[src/rtl/text_console_writer.sv]
// Character-cell console writer: turns a byte stream into screen-RAM writes,
// tracking a cursor and a scrolling top row, with line and full-screen blanking.
module text_console_writer #(
   parameter int COLS           = 160,
   parameter int ROWS           = 50,
   parameter int ADDR_W         = 13,
   parameter int ATTR_W         = 4,
   parameter int BLANK_ATTR     = 0,
   parameter int CLEAR_ON_RESET = 1
) (
   input  logic                      clk,
   input  logic                      reset,
   input  logic                      in_valid,
   output logic                      in_ready,
   input  logic [7:0]                in_char,
   input  logic [ATTR_W-1:0]         in_attr,
   output logic                      wr_en,
   output logic [ADDR_W-1:0]         wr_addr,
   output logic [ATTR_W+7:0]         wr_data,
   output logic [$clog2(COLS)-1:0]   cursor_col,
   output logic [$clog2(ROWS)-1:0]   cursor_row,
   output logic [$clog2(ROWS)-1:0]   scroll_row,
   output logic                      busy
);

   localparam int COL_W  = $clog2(COLS);
   localparam int ROW_W  = $clog2(ROWS);
   localparam int SUM_W  = ROW_W + 1;
   localparam int CNT_W  = ADDR_W + 1;

   localparam logic [COL_W-1:0]     LAST_COL   = COL_W'(COLS - 1);
   localparam logic [ROW_W-1:0]     LAST_ROW   = ROW_W'(ROWS - 1);
   localparam logic [SUM_W-1:0]     ROWS_SUM   = SUM_W'(ROWS);
   localparam logic [CNT_W-1:0]     LINE_CNT   = CNT_W'(COLS);
   localparam logic [CNT_W-1:0]     ALL_CNT    = CNT_W'(ROWS * COLS);
   localparam logic [ATTR_W+7:0]    BLANK_CELL = {ATTR_W'(BLANK_ATTR), 8'h20};

   typedef enum logic [1:0] {
      IDLE       = 2'd0,
      CLEAR_LINE = 2'd1,
      CLEAR_ALL  = 2'd2
   } state_t;

   // Holding the clear state during reset lets the first blanking write
   // leave on the very first edge that sees reset low.
   localparam state_t RESET_STATE = (CLEAR_ON_RESET != 0) ? CLEAR_ALL : IDLE;

   state_t                r_state;
   state_t                w_state_nx;

   logic [COL_W-1:0]      r_col,    w_col_nx;
   logic [ROW_W-1:0]      r_row,    w_row_nx;
   logic [ROW_W-1:0]      r_scroll, w_scroll_nx;
   logic [CNT_W-1:0]      r_cnt,    w_cnt_nx;
   logic [ADDR_W-1:0]     r_base,   w_base_nx;
   logic                  r_wr_en,  w_wr_en_nx;
   logic [ADDR_W-1:0]     r_wr_addr, w_wr_addr_nx;
   logic [ATTR_W+7:0]     r_wr_data, w_wr_data_nx;
   logic                  r_in_ready;
   logic                  r_busy;
   logic                  w_newline;
   logic                  w_accept;
   logic [ADDR_W-1:0]     w_cur_addr;

   // Physical cell address of a logical (row, col) under the current scroll.
   function automatic logic [ADDR_W-1:0] cell_addr(
      input logic [ROW_W-1:0] row,
      input logic [ROW_W-1:0] scroll,
      input logic [COL_W-1:0] col
   );
      logic [SUM_W-1:0] sum;
      logic [SUM_W-1:0] phys;
      sum = {1'b0, row} + {1'b0, scroll};
      if (sum >= ROWS_SUM) begin
         phys = sum - ROWS_SUM;
      end else begin
         phys = sum;
      end
      return (ADDR_W'(phys) * ADDR_W'(COLS)) + ADDR_W'(col);
   endfunction

   assign w_accept   = in_valid && r_in_ready;
   assign w_cur_addr = cell_addr(r_row, r_scroll, r_col);

   // Next-state, cursor and write-port decisions.
   always_comb begin
      w_state_nx   = r_state;
      w_col_nx     = r_col;
      w_row_nx     = r_row;
      w_scroll_nx  = r_scroll;
      w_cnt_nx     = r_cnt;
      w_base_nx    = r_base;
      w_wr_en_nx   = 1'b0;
      w_wr_addr_nx = r_wr_addr;
      w_wr_data_nx = r_wr_data;
      w_newline    = 1'b0;

      case (r_state)
         IDLE: begin
            if (w_accept) begin
               if ((in_char >= 8'h20) && (in_char <= 8'h7E)) begin
                  w_wr_en_nx   = 1'b1;
                  w_wr_addr_nx = w_cur_addr;
                  w_wr_data_nx = {in_attr, in_char};
                  if (r_col == LAST_COL) begin
                     w_col_nx  = '0;
                     w_newline = 1'b1;
                  end else begin
                     w_col_nx  = r_col + 1'b1;
                  end
               end else begin
                  case (in_char)
                     8'h0A: begin
                        w_col_nx  = '0;
                        w_newline = 1'b1;
                     end
                     8'h0D: begin
                        w_col_nx = '0;
                     end
                     8'h08: begin
                        if (r_col != '0) begin
                           w_col_nx     = r_col - 1'b1;
                           w_wr_en_nx   = 1'b1;
                           w_wr_addr_nx = cell_addr(r_row, r_scroll, r_col - 1'b1);
                           w_wr_data_nx = BLANK_CELL;
                        end else begin
                           w_col_nx = r_col;
                        end
                     end
                     8'h0C: begin
                        w_state_nx  = CLEAR_ALL;
                        w_col_nx    = '0;
                        w_row_nx    = '0;
                        w_scroll_nx = '0;
                        w_cnt_nx    = '0;
                        w_base_nx   = '0;
                     end
                     default: begin
                        w_col_nx = r_col;
                     end
                  endcase
               end
            end else begin
               w_state_nx = IDLE;
            end

            // The row leaving the top becomes the new bottom row and is blanked.
            if (w_newline) begin
               if (r_row == LAST_ROW) begin
                  w_scroll_nx = (r_scroll == LAST_ROW) ? '0 : r_scroll + 1'b1;
                  w_state_nx  = CLEAR_LINE;
                  w_cnt_nx    = '0;
                  w_base_nx   = cell_addr('0, r_scroll, '0);
               end else begin
                  w_row_nx    = r_row + 1'b1;
               end
            end else begin
               w_newline = 1'b0;
            end
         end

         CLEAR_LINE, CLEAR_ALL: begin
            if (r_cnt == ((r_state == CLEAR_LINE) ? LINE_CNT : ALL_CNT)) begin
               w_state_nx = IDLE;
            end else begin
               w_wr_en_nx   = 1'b1;
               w_wr_addr_nx = r_base + ADDR_W'(r_cnt);
               w_wr_data_nx = BLANK_CELL;
               w_cnt_nx     = r_cnt + 1'b1;
            end
         end

         default: begin
            w_state_nx = IDLE;
         end
      endcase
   end

   // FSM state register.
   always_ff @(posedge clk) begin
      if (reset) begin
         r_state <= RESET_STATE;
      end else begin
         r_state <= w_state_nx;
      end
   end

   // Cursor, clear counter and registered output port.
   always_ff @(posedge clk) begin
      if (reset) begin
         r_col      <= '0;
         r_row      <= '0;
         r_scroll   <= '0;
         r_cnt      <= '0;
         r_base     <= '0;
         r_wr_en    <= 1'b0;
         r_wr_addr  <= '0;
         r_wr_data  <= '0;
         r_in_ready <= 1'b0;
         r_busy     <= 1'b0;
      end else begin
         r_col      <= w_col_nx;
         r_row      <= w_row_nx;
         r_scroll   <= w_scroll_nx;
         r_cnt      <= w_cnt_nx;
         r_base     <= w_base_nx;
         r_wr_en    <= w_wr_en_nx;
         r_wr_addr  <= w_wr_addr_nx;
         r_wr_data  <= w_wr_data_nx;
         r_in_ready <= (w_state_nx == IDLE);
         r_busy     <= (w_state_nx != IDLE);
      end
   end

   assign in_ready   = r_in_ready;
   assign busy       = r_busy;
   assign wr_en      = r_wr_en;
   assign wr_addr    = r_wr_addr;
   assign wr_data    = r_wr_data;
   assign cursor_col = r_col;
   assign cursor_row = r_row;
   assign scroll_row = r_scroll;

endmodule

[config.mk]
export PLATFORM = sky130hd
export DESIGN_NAME = text_console_writer
export DESIGN_NICKNAME = d
export VERILOG_FILES = /design/src/rtl/text_console_writer.sv
export SDC_FILE = /design/constraint.sdc
export NUM_CORES = 1
export LEC_CHECK = 0
export ABC_AREA = 0
export CORE_UTILIZATION = 40
export DETAILED_ROUTE_END_ITERATION = 16
export GPL_TIMING_DRIVEN = 0
export HOLD_SLACK_MARGIN = 0.03
export PLACE_DENSITY_LB_ADDON = 0.05
export SLEW_MARGIN = 15
export SYNTH_ARGS = -nofsm -noshare
export SYNTH_HDL_FRONTEND = slang
export SYNTH_SLANG_ARGS = --single-unit
[constraint.sdc]
create_clock -name clk -period 4.7 [get_ports clk]
set_input_delay 0.705 -clock clk [delete_from_list [all_inputs] [get_ports clk]]
set_output_delay 0.705 -clock clk [all_outputs]
set_load 0.02 [all_outputs]
==> results, run 1 <==
- The vertical die dimension is 119 µm.
- Setup repair after global routing could not meet its margin everywhere.
- Wires add up to between 15 and 20 mm.
- The number of filler cells placed in the layout is 1308.
- The worst max-slew margin expressed relative to the limit is 41.6%.
- Summing over every cut layer, the via total after detailed routing is 5368.
- The number of hold buffers added after CTS was 0.
- The number of I/O port buffers is 61.
- The type of the setup path with the least slack is register to register.
- After layout, the worst setup slack is between 3 and 4 ps.
- Global routing consumed, over all layers together, 24.2% of the routing resources.
- After detailed routing, the average wire length per cell comes to 17.8 µm.
- The pin slew with the least headroom to its limit is 871 ps.
- On the final layout, the worst clock skew is 6.86 ps.
- Row generation in the floorplan step produced 42 rows.
- The maximum buffer depth of the clock tree is 2.
- Counting distinct cell types in the post-synthesis netlist gives 66.
- Prior to clock tree synthesis, the placed netlist has a worst setup slack of -462 ps.
- The number of H-tree levels is 3.
- The share of final-layout standard cells stronger than drive strength 1 is 9.93%.
- Counting the buffers created by CTS gives 9.
- Sequential cells were found to cover 28.1% of the synthesized design area.
- Clock tree synthesis selected as its root buffer the cell clkbuf_16.
- Once layout is done, the placed cells without fillers occupy approximately 0.0069 mm².
- The peak supply drop is 0.139 mV.
- The final setup violation count is 0.
- The worst min-delay path category is register to register.
- The multi-input combinational cells in the finished layout cover a total of between 0.003 and 0.004 mm².
- The leading register cell type out of synthesis is dfxtp_1.
- The required time at the endpoint of the critical path is between 4000 and 5000 ps.
- The via count of the first global-routing pass is 5111.
- The sequential cells in the finished layout cover a total of roughly 0.0016 mm².
- The final critical path time including I/O delays and setup is 4700 ps.
- The total nets after synthesis is 745.
- The routability congestion estimate from global placement is 0.899.
- For this configuration, the core starts out at a cell density of between 40% and 50%.
- The number of buffer and inverter stages on the critical path is 1.
- In the final timing run, aggregate negative setup slack is 0 ps.
- The wire length of the first global-routing pass is 26.8 mm.
- The endpoint class of the critical path is a register.
- The final HPWL from detailed placement is 12.3 mm.
- The number of flops mapped to enable cells by yosys is 0.
- The number of antenna-violating nets in the routed design is 0.
- Relative to the synthesized area, the layout overhead comes to 25.2%.
- The horizontal die dimension is 119 µm.
- Across the run, the number of max-cap violations was 0.
- The maximum single-stage delay on the critical path is 470 ps.
- The remaining design rule violation count is 0.
- Of all flip-flops after synthesis, the portion carrying an async set or reset was 0%.
- The summed instance area of the synthesized netlist is 0.00548 mm².
- between 60 and 70 I/O pins were placed.
- The total inserted antenna cells is 0.
- On the critical path, the stage with the largest delay is an instance of or4_1.
- The die covers approximately 0.014 mm².
- The total power density per cell area is 259 mW/mm².
- Summed over all cells, the static leakage comes to 2.85 nW.
- The run finished with clean final reports.
- The final net count is 824.
- The number of antenna violations at the first check in global routing is 0.
- Entering global routing, the biggest net connects 13 pins.
- Power comes to 0.00178 W.
- The average instance in the mapped netlist occupies approximately 8 µm².
- Using the TritonRoute via totals, the vias-per-cell ratio works out to 5.77.
- The type of origin of the critical path is a register.
- The first detailed-routing pass took 5 iterations.
- The number of failing hold endpoints at the final stage is 0.
- Synthesis handed over a netlist of 671 instances.
- The final critical path takes up 99.9% of the cycle.
- The CTS tree is built.
- Summed over all layers, the global routing overflow is 0.
- In this run the worst path has a maximum fanout of 7.
- The register clock-pin slew on the reported worst setup and hold paths is around 60 ps.
- The area of the placeable core is 0.0133 mm².
- The family with the most delay on the worst path is adder cells.
- Data arrives at the worst endpoint at approximately 5000 ps.
- The max-slew violation count is 0.
- In this run, the number of DRC markers left after iteration 0 of detailed routing was 368.
- During synthesis, Yosys emitted a total of 0 warnings.
- The critical path goes through ha_4, fa_2, xor2_2, inv_2, ha_4, o21ai_2, a311o_1, a21oi_2, nand2b_4, xnor2_2, ha_1, ha_2, fa_2, a21o_1, a21oi_2, xor2_1, and3_1, or4_1, mux2_2, a31oi_1.
- After synthesis the netlist holds a flip-flop and latch count of 77.
- The cell area after placement is 0.00632 mm².
- The number of clock sinks seen by CTS is 77.
- The post-layout utilization of the core is between 50% and 60%.
- The achievable frequency is 0.213 GHz.
- The clock latency at the later pin of the worst-skew pair is 350 ps.
-- worst paths after layout --
kind / from / endpoint / slack, ps / depth (start not counted)
hold / removal: wr_addr[2] / wr_addr[2] / 460 / 2
setup reg to reg: cursor_row[0] / wr_addr[12] / 4 / 20
hold reg to reg: wr_addr[2] / wr_addr[2] / 460 / 2
setup / recovery: cursor_row[0] / wr_addr[12] / 4 / 20
-- cells by family (layout without fill, tap and decap cells) --
logic type	after synthesis	in the layout	synth area share, %
AOI/OAI and AO/OA	190	190	23.3
xor gates and xnor gates	41	41	6.56
adders and majority gates	59	59	14.2
buffers and inverters	54	138	4.13
DFF	77	77	28.1
muxes	7	7	1.32
and+or+nand+nor	243	243	22.4
-- layout by cell type, fill, tap and decap left out, drive strengths merged, types with 5 or more instances in the layout --
| master | synthesis | layout |
|---|---|---|
| nand2 | 46 | 46 |
| inv | 25 | 25 |
| fa | 5 | 5 |
| a22oi | 21 | 21 |
| o31ai | 10 | 10 |
| a21oi | 47 | 47 |
| nor2 | 70 | 70 |
| nand2b | 9 | 9 |
| mux2i | 5 | 5 |
| a311oi | 6 | 6 |
| xor2 | 12 | 12 |
| and2 | 6 | 6 |
| nor3 | 23 | 23 |
| or2 | 7 | 7 |
| ha | 54 | 54 |
| a211oi | 15 | 15 |
| a21boi | 6 | 6 |
| o21ai | 29 | 29 |
| buf | 4 | 11 |
| o21a | 6 | 6 |
| clkdlybuf4s50 | 0 | 61 |
| a21o | 12 | 12 |
| nand4 | 7 | 7 |
| a31oi | 8 | 8 |
| nand3 | 28 | 28 |
| and3 | 16 | 16 |
| or3 | 5 | 5 |
| clkbuf | 24 | 36 |
| xnor2 | 29 | 29 |
| o211ai | 7 | 7 |
| dfxtp | 77 | 77 |
-- sequential cells by signal, summed over array words and instances, names as in the netlist --
signal / flops
wr_en: 1
r_base: 13
r_state: 2
cursor_col: 8
wr_data: 12
cursor_row: 6
in_ready: 1
r_cnt: 14
busy: 1
wr_addr: 13
scroll_row: 6
-- area by class of cell --
class                           instances  area share (%)
Tap cell                              176            3.21
Clock buffer                           12            3.59
Sequential cell                        77            22.7
Timing Repair Buffer                   68            9.72
Buffer                                 28            1.88
Inverter                               26            1.42
Multi-Input combinational cell        540            56.0
Clock inverter                          4            1.39
-- per-stage QoR --
stage / hold WS (ps) / std cells
floorplan: 449 / 671
global placement: 441 / 908
detailed placement: 451 / 908
CTS: 462 / 928
global route: 482 / 931
finish: 458 / 931
-- metal layers --
layer / share of wire (%) / GRT usage, % / vias to the layer above / wire [µm]
li1: - / - / 2628 / -
met1: 48 / 32.5 / 2544 / 7880
met2: 46 / 38.6 / 170 / 7540
met3: 4.6 / 3.16 / 26 / 756
met4: 2.3 / 10.7 / 0 / 374
met5: 0 / 0 / - / 0
-- synth_stat cells (3+ instances only) --
cell        n  area share [%]
a211o_1     4            0.64
a211oi_1   14             1.9
a21boi_0    5            0.69
a21o_1     12             1.6
a21oi_1    47             4.3
a22oi_1    21             2.9
a311oi_1    6            0.96
a31oi_1     8            0.91
and2_1      6            0.69
and3_1     16             1.8
and4_1      3            0.48
buf_6       3            0.62
clkbuf_1   24             1.6
dfxtp_1    77              28
fa_1        5             1.8
ha_1       54              12
inv_1      25             1.7
mux2i_1     5            0.91
nand2_1    45             3.1
nand2b_1    9             1.0
nand3_1    28             2.6
nand4_1     7            0.80
nor2_1     70             4.8
nor2b_1     4            0.46
nor3_1     23             2.1
nor3b_1     3            0.41
nor4_1      4            0.46
o2111ai_1   3            0.48
o211ai_1    7            0.96
o21a_1      6            0.82
o21ai_0    27             2.5
o22ai_1     3            0.34
o31ai_1    10             1.4
or2_2       7            0.80
or3_1       5            0.57
xnor2_1    29             4.6
xor2_1     12             1.9
-- where the power goes --
part	total, W	leakage, nW	internal, W	switching [W]
sequential	0.000697	0.629	0.000675	0.0000217
combinational	0.000268	2.06	0.000105	0.000164
clock	0.000811	0.167	0.000533	0.000278
-- repair_timing --
item,CTS,global route
endpoints found under the setup margin,1,1
gates resized for setup,27,9
hold endpoints to repair,0,0
cloned,0,0
pin swaps,9,8
buffers inserted,4,3
-- worst min-delay path, delay by kind of cell (launching register included) --
kind / cells / cell delay, ps
AO/OA/AOI/OAI: 1 / 50
flip-flops: 1 / 310
AND/OR/NAND/NOR: 1 / 50
No activity file was read; power rests on OpenSTA's default activity.
==> run 2: changes to the inputs <==
--- a/config.mk
+++ b/config.mk
@@ -6,7 +6,7 @@
 export NUM_CORES = 1
 export LEC_CHECK = 0
 export ABC_AREA = 0
-export CORE_UTILIZATION = 40
+export CORE_UTILIZATION = 34
 export DETAILED_ROUTE_END_ITERATION = 16
 export GPL_TIMING_DRIVEN = 0
 export HOLD_SLACK_MARGIN = 0.03
==> results, run 2 (synthesis gave the netlist of run 1 again) <==
- Outcome: finished, final reports clean (unchanged).
- The remaining design rule violation count is 0 (unchanged).
- The number of failing hold endpoints at the final stage is 0 (unchanged).
- The part of the total power dissipated in combinational logic came to 16.3% (was 15.1%).
- The total wire length after detailed routing is 17.7 mm (was 16.6 mm).
- The final setup violation count came to 0 (unchanged).
- The number of antenna-violating nets in the routed design came to 0 (unchanged).
- The area of the placeable core is 0.0158 mm² (was 0.0133 mm²).
- The number of detailed-route iterations in the first pass is 4 (was 5).
- The number of I/O port buffers is 61 (unchanged).
- The worst clock skew is 6.91 ps (was 6.86 ps).
- The number of flip-flops in the largest register is 14 (unchanged).
- The summed negative setup slack over all endpoints came to 0 ps (unchanged).
- The fraction of power spent switching nets was 28.5% (was 26.1%).
- The register ranked first by flip-flop count is r_cnt (unchanged).
- The number of H-tree levels is 3 (unchanged).
- The initial standard-cell utilization of the core is 34.6% (was 41.2%).
- The CTS tree is built (unchanged).
- The number of DRC markers in iteration 0 was 300 (was 368).
- The peak supply drop is 0.171 mV (was 0.139 mV).
- The number of rows in the core area was 46 (was 42).
- The die outline area is 0.0166 mm² (was 0.0142 mm²).
- The post-synthesis to final-layout area growth is 26.2% (was 25.2%).
- The endpoint class of the critical path is a register (unchanged).
- The horizontal die dimension is 129 µm (was 119 µm).
- The remaining global-route overflow came to 0 (unchanged).
- The achievable frequency came to 0.214 GHz (was 0.213 GHz).
- The share of final-layout standard cells stronger than drive strength 1 is 10.9% (was 9.93%).
- The cell chosen for the clock root is clkbuf_16 (unchanged).
- The net switching power of the design came to 0.000480 W (was 0.000464 W).
- The largest fanout of any net on the critical path is 7 (unchanged).
- The worst max-slew margin expressed relative to the limit is 41.3% (was 41.6%).
- The share of power burned in the clock network was 42.3% (was 45.7%).
- The average routed wire per standard cell is 18.3 µm (was 17.8 µm).
- Unrepaired setup endpoints after global routing: yes (unchanged).
- The post-detailed-route via-to-cell ratio was 5.46 (was 5.77).
- The post-layout instance area is 0.00691 mm² (was 0.00686 mm²).
- The number of clock sinks seen by CTS is 77 (unchanged).
- The final net count is 823 (was 824).
- The vertical die dimension came to 129 µm (was 119 µm).
- The end of the worst register-to-register path is wr_addr[12] (unchanged).
- The required time at the endpoint of the critical path is 4970 ps (about the same).
- The worst hold slack is 467 ps (was 458 ps).
- The register-to-register setup slack is 20 ps (was 4 ps).
- The final HPWL from detailed placement was 13.2 mm (was 12.3 mm).
- The total inserted antenna cells is 0 (unchanged).
- The type of origin of the critical path is a register (unchanged).
- The internal cell power came to 0.00120 W (was 0.00131 W).
- The wire length of the first global-routing pass is 27.5 mm (was 26.8 mm).
- The cell area after placement came to 0.00637 mm² (was 0.00632 mm²).
- The total power density per cell area was 244 mW/mm² (was 259 mW/mm²).
- The detailed-route via count is 5298 (was 5368).
- The final critical path time including I/O delays and setup was 4680 ps (was 4700 ps).
- The clock latency at the later pin of the worst-skew pair is 350 ps (about the same).
- The number of placed I/O pins is 63 (unchanged).
- Commonest cells after routing, fill and taps aside: 69 x nor2_1, 69 x dfxtp_1, 61 x clkdlybuf4s50_1 (was 70 x nor2_1, 70 x dfxtp_1, 61 x clkdlybuf4s50_1).
- The max-slew violation count is 0 (unchanged).
- The combined global-route utilization of all metal layers came to 21.9% (was 24.2%).
- The cell count of the worst reg-to-reg path is 18 (was 20).
- The via count of the first global-routing pass was 5082 (was 5111).
- The number of filler cells placed in the layout was 1591 (was 1308).
- The pin slew with the least headroom to its limit is 877 ps (was 871 ps).
- The maximum buffer depth of the clock tree is 2 (unchanged).
- The worst min-delay path category is register to register (unchanged).
- The number of antenna violations at the first check in global routing is 0 (unchanged).
- The worst endpoint data arrival time was 4950 ps (was 4960 ps).
- The launch point of the worst reg-to-reg path is cursor_row[1] (was cursor_row[0]).
- The number of maximum-capacitance constraint violations is 0 (unchanged).
- The pin count of the biggest net entering global routing is 13 (unchanged).
- The period utilization came to 99.6% (was 99.9%).
- The launch point of the critical path was cursor_row[1] (was cursor_row[0]).
- The register clock-pin slew on the reported worst setup and hold paths is 60 ps (about the same).
- The routability congestion estimate from global placement came to 0.888 (was 0.899).
- The worst setup path endpoint is wr_addr[12] (unchanged).
- The type of the setup path with the least slack is register to register (unchanged).
- The number of buffers inserted during clock tree synthesis is 9 (unchanged).
- The static power due to leakage is 2.84 nW (was 2.85 nW).
- The sequential share of power came to 41.4% (was 39.2%).
==> run 2: timing repair <==
action                     4_1_cts  5_1_grt
resized for setup               30       16
buffers inserted                 3        4
hold buffers                     0        0
pin swaps                        4        7
setup endpoints to repair        2        1
==> run 2: how the worst min path moves through the flow <==
stage          slack, ps         end  cells after the start  startpoint
3_3_place_gp         450  wr_addr[9]                      2  wr_addr[9]
5_1_grt              490  wr_data[6]                      2  wr_data[6]
3_5_place_dp         450  wr_data[6]                      2  wr_data[6]
4_1_cts              470  wr_data[6]                      2  wr_data[6]
6_report             470  wr_data[6]                      2  wr_data[6]
2_1_floorplan        450   r_cnt[13]                      1   r_cnt[13]
==> run 2: worst max-delay path, stage by stage, from the launching register on <==
cell and delay [ps]:
dfxtp_4 370, ha_1 340, a211o_1 340, a21oi_2 210, nor2_2 100, nor4_2 360
a21oi_4 100, buf_4 160, o21a_1 210, ha_1 290, ha_2 210, fa_2 360
a21o_1 190, a21oi_2 180, xor2_2 200, a21oi_2 60, or4_1 470, mux2_2 290
a31oi_1 160
==> run 2: cell type report <==
cell class / instances / area (µm²) / area share [%]
Buffer: 27 / 125 / 1.81
Clock buffer: 12 / 246 / 3.57
Clock inverter: 4 / 47.5 / 0.688
Inverter: 26 / 100 / 1.45
Multi-Input combinational cell: 540 / 3890 / 56.4
Sequential cell: 77 / 1560 / 22.6
Tap cell: 216 / 270 / 3.91
Timing Repair Buffer: 68 / 663 / 9.59
==> run 2: stage by stage <==
step	total power [W]	utilization, %	cells	setup slack (ps)
3_5_place_dp	0.000987	40.2	948	-524
6_report	0.00168	43.7	970	17.6
5_1_grt	0.00175	43.7	970	-133
3_3_place_gp	0.000989	40.2	948	-449
4_1_cts	0.00170	43.0	967	2.66
2_1_floorplan	0.000867	-	671	8.14
==> run 2: per-layer routing <==
layer	GRT usage [%]	vias up	wire length (µm)	share of wire (%)
met2	35.8	132	8080	46
met1	28.6	2508	8530	48
met5	0	-	0	0
met3	3.95	29	738	4.2
li1	-	2629	-	-
met4	8.10	0	376	2.1
==> run 2: power groups by stage <==
stage	Sequential, W	Combinational [W]	Clock [W]
5_1_grt	0.000699	0.000298	0.000753
6_report	0.000696	0.000275	0.000713
2_1_floorplan	0.000732	0.000135	0
3_3_place_gp	0.000713	0.000276	0
3_5_place_dp	0.000713	0.000275	0
4_1_cts	0.000697	0.000276	0.000729
==> run 3: changes to the inputs <==
--- a/config.mk
+++ b/config.mk
@@ -11,6 +11,7 @@
 export GPL_TIMING_DRIVEN = 0
 export HOLD_SLACK_MARGIN = 0.03
 export PLACE_DENSITY_LB_ADDON = 0.05
+export RECOVER_POWER = 50
 export SLEW_MARGIN = 15
 export SYNTH_ARGS = -nofsm -noshare
 export SYNTH_HDL_FRONTEND = slang
==> results, run 3 (synthesis gave the netlist of run 1 again) <==
- Outcome: finished, final reports clean (unchanged).
- The initial standard-cell utilization of the core is 34.6% (unchanged).
- The horizontal die dimension is 129 µm (unchanged).
- The number of filler cells placed in the layout was 1599 (was 1591).
- The register clock-pin slew on the reported worst setup and hold paths came to 60 ps (about the same).
- The number of clock sinks seen by CTS is 77 (unchanged).
- The share of final-layout standard cells stronger than drive strength 1 is 10.1% (was 10.9%).
- The share of power burned in the clock network was 42.6% (was 42.3%).
- The net switching power of the design came to 0.000475 W (was 0.000480 W).
- The number of flip-flops in the largest register is 14 (unchanged).
- The area of the placeable core is 0.0158 mm² (unchanged).
- The part of the total power dissipated in combinational logic is 15.6% (was 16.3%).
- The worst clock skew is 6.44 ps (was 6.91 ps).
- The required time at the endpoint of the critical path is 4960 ps (was 4970 ps).
- The cell with the largest stage delay on the worst path is or4_1 (unchanged).
- The worst endpoint data arrival time was 4930 ps (was 4950 ps).
- The launch point of the worst reg-to-reg path is cursor_row[0] (was cursor_row[1]).
- The post-detailed-route via-to-cell ratio came to 5.47 (was 5.46).
- The remaining global-route overflow is 0 (unchanged).
- The fraction of power spent switching nets came to 28.5% (about the same).
- The number of failing hold endpoints at the final stage is 0 (unchanged).
- The cell chosen for the clock root is clkbuf_16 (unchanged).
- The number of antenna-violating nets in the routed design came to 0 (unchanged).
- The final setup violation count came to 0 (unchanged).
- The number of rows in the core area was 46 (unchanged).
- The type of origin of the critical path is a register (unchanged).
- The static power due to leakage is 2.97 nW (was 2.84 nW).
- The via count of the first global-routing pass was 5082 (unchanged).
- The summed negative setup slack over all endpoints was 0 ps (unchanged).
- The pin slew with the least headroom to its limit is 877 ps (about the same).
- The remaining design rule violation count is 0 (unchanged).
- The post-synthesis to final-layout area growth is 25.5% (was 26.2%).
- The number of DRC markers in iteration 0 was 304 (was 300).
- The combined global-route utilization of all metal layers is 21.9% (unchanged).
- The total power density per cell area is 242 mW/mm² (was 244 mW/mm²).
- The number of detailed-route iterations in the first pass is 5 (was 4).
- The register area is 0.00156 mm² (unchanged).
- The CTS tree is built (unchanged).
- Commonest cells after routing, fill and taps aside: 69 x nor2_1, 69 x dfxtp_1, 49 x ha_1 (was 69 x nor2_1, 69 x dfxtp_1, 61 x clkdlybuf4s50_1).
- The pin count of the biggest net entering global routing is 13 (unchanged).
- The average routed wire per standard cell came to 18.2 µm (was 18.3 µm).
- The routability congestion estimate from global placement is 0.888 (unchanged).
- The number of antenna violations at the first check in global routing is 0 (unchanged).
- The worst max-slew margin expressed relative to the limit is 41.2% (was 41.3%).
- The number of H-tree levels is 3 (unchanged).
- The maximum buffer depth of the clock tree came to 2 (unchanged).
- The internal cell power is 0.00119 W (was 0.00120 W).
- The number of buffer and inverter stages on the critical path is 2 (was 1).
- The power after layout is 0.00167 W (was 0.00168 W).
- The vertical die dimension is 129 µm (unchanged).
- The final HPWL from detailed placement is 13.2 mm (unchanged).
- The peak supply drop came to 0.170 mV (was 0.171 mV).
- The wire length of the first global-routing pass came to 27.5 mm (unchanged).
- Cells along the critical path: ha_4, fa_2, xor2_2, inv_2, ha_4, o21ai_2, a311o_1, a21oi_4, buf_4, o21a_1, ha_1, ha_2, fa_2, a21o_1, a21oi_2, xor2_2, a21oi_2, or4_1, mux2_2, a31oi_1 (was ha_1, a211o_1, a21oi_2, nor2_2, nor4_2, a21oi_4, buf_4, o21a_1, ha_1, ha_2, fa_2, a21o_1, a21oi_2, xor2_2, a21oi_2, or4_1, mux2_2, a31oi_1).
- The max-slew violation count is 0 (unchanged).
- The endpoint class of the critical path is a register (unchanged).
- The final critical path time including I/O delays and setup is 4670 ps (was 4680 ps).
- The achievable frequency is 0.214 GHz (about the same).
- The footprint of the multi-input gates is 0.00387 mm² (was 0.00389 mm²).
- Unrepaired setup endpoints after global routing: yes (unchanged).
- The type of the setup path with the least slack is register to register (unchanged).
- The number of placed I/O pins is 63 (unchanged).
- The die outline area is 0.0166 mm² (unchanged).
- The total wire length after detailed routing was 17.7 mm (about the same).
- The source of the worst hold timing path is wr_data[6] (unchanged).
- The worst min-delay path category was register to register (unchanged).
- The period utilization is 99.4% (was 99.6%).
- The number of I/O port buffers is 61 (unchanged).
- The maximum single-stage delay on the critical path is 460 ps (was 470 ps).
- The launch point of the critical path is cursor_row[0] (was cursor_row[1]).
- The detailed-route via count was 5304 (was 5298).
- The number of buffers inserted during clock tree synthesis is 9 (unchanged).
- The total inserted antenna cells is 0 (unchanged).
- The sequential share of power is 41.7% (was 41.4%).
- The final net count is 823 (unchanged).
- The clock latency at the later pin of the worst-skew pair came to 350 ps (about the same).
- The family with the most delay on the worst path is adder cells (was compound AO/OA/AOI/OAI gates).
- The register ranked first by flip-flop count was r_cnt (unchanged).
- The largest fanout of any net on the critical path came to 7 (unchanged).
- The number of maximum-capacitance constraint violations came to 0 (unchanged).
run 3: final cells by class:
cell class / instances / area share (%)
Sequential cell: 77 / 22.8
Buffer: 27 / 1.60
Tap cell: 216 / 3.93
Timing Repair Buffer: 68 / 9.65
Clock inverter: 4 / 0.692
Clock buffer: 12 / 3.59
Inverter: 26 / 1.46
Multi-Input combinational cell: 540 / 56.3
run 3: final timing paths:
path	slack (ps)	to	cells after the start
max	30	wr_addr[12]	20
min	460	wr_data[6]	2
max reg2reg	30	wr_addr[12]	20
min reg2reg	460	wr_data[6]	2
run 3: worst reg2reg max path, stage by stage (launching register included):
cell	delay, ps
dfxtp_4	370
ha_4	180
fa_2	370
xor2_2	180
inv_2	90
ha_4	150
o21ai_2	70
a311o_1	370
a21oi_4	140
buf_4	160
o21a_1	160
ha_1	240
ha_2	210
fa_2	360
a21o_1	190
a21oi_2	180
xor2_2	200
a21oi_2	60
or4_1	460
mux2_2	280
a31oi_1	160
run 3: stage by stage:
stage | hold WS (ps) | area (µm²) | instances | utilization (%) | setup slack [ps]
2_1_floorplan | 449 | 5490 | 671 | - | 8.14
3_3_place_gp | 447 | 6370 | 948 | 40.2 | -449
3_5_place_dp | 455 | 6370 | 948 | 40.2 | -524
4_1_cts | 471 | 6800 | 967 | 43.0 | 2.66
5_1_grt | 487 | 6870 | 970 | 43.4 | -133
6_report | 464 | 6870 | 970 | 43.4 | 29.5
run 3: power by group through the flow:
stage | Sequential, W | Combinational (W) | Clock (W)
after floorplan | 0.000732 | 0.000135 | 0
after global placement | 0.000713 | 0.000276 | 0
after detailed placement | 0.000713 | 0.000275 | 0
after CTS | 0.000697 | 0.000276 | 0.000729
after global routing | 0.000699 | 0.000285 | 0.000753
final | 0.000695 | 0.000261 | 0.000710
run 3: per-layer routing:
layer	track usage [%]	share of wire (%)
met2	35.8	46
met3	3.95	4.4
met5	0	0
met4	8.10	2.1
met1	28.6	48
run 3: timing repair:
item                                    4_1_cts  5_1_grt
gates resized for setup                      30       16
hold buffers                                  0        0
pin swaps                                     4        7
endpoints found under the hold margin         0        0
setup buffers                                 3        4
endpoints found under the setup margin        2        1
gates cloned                                  0        0
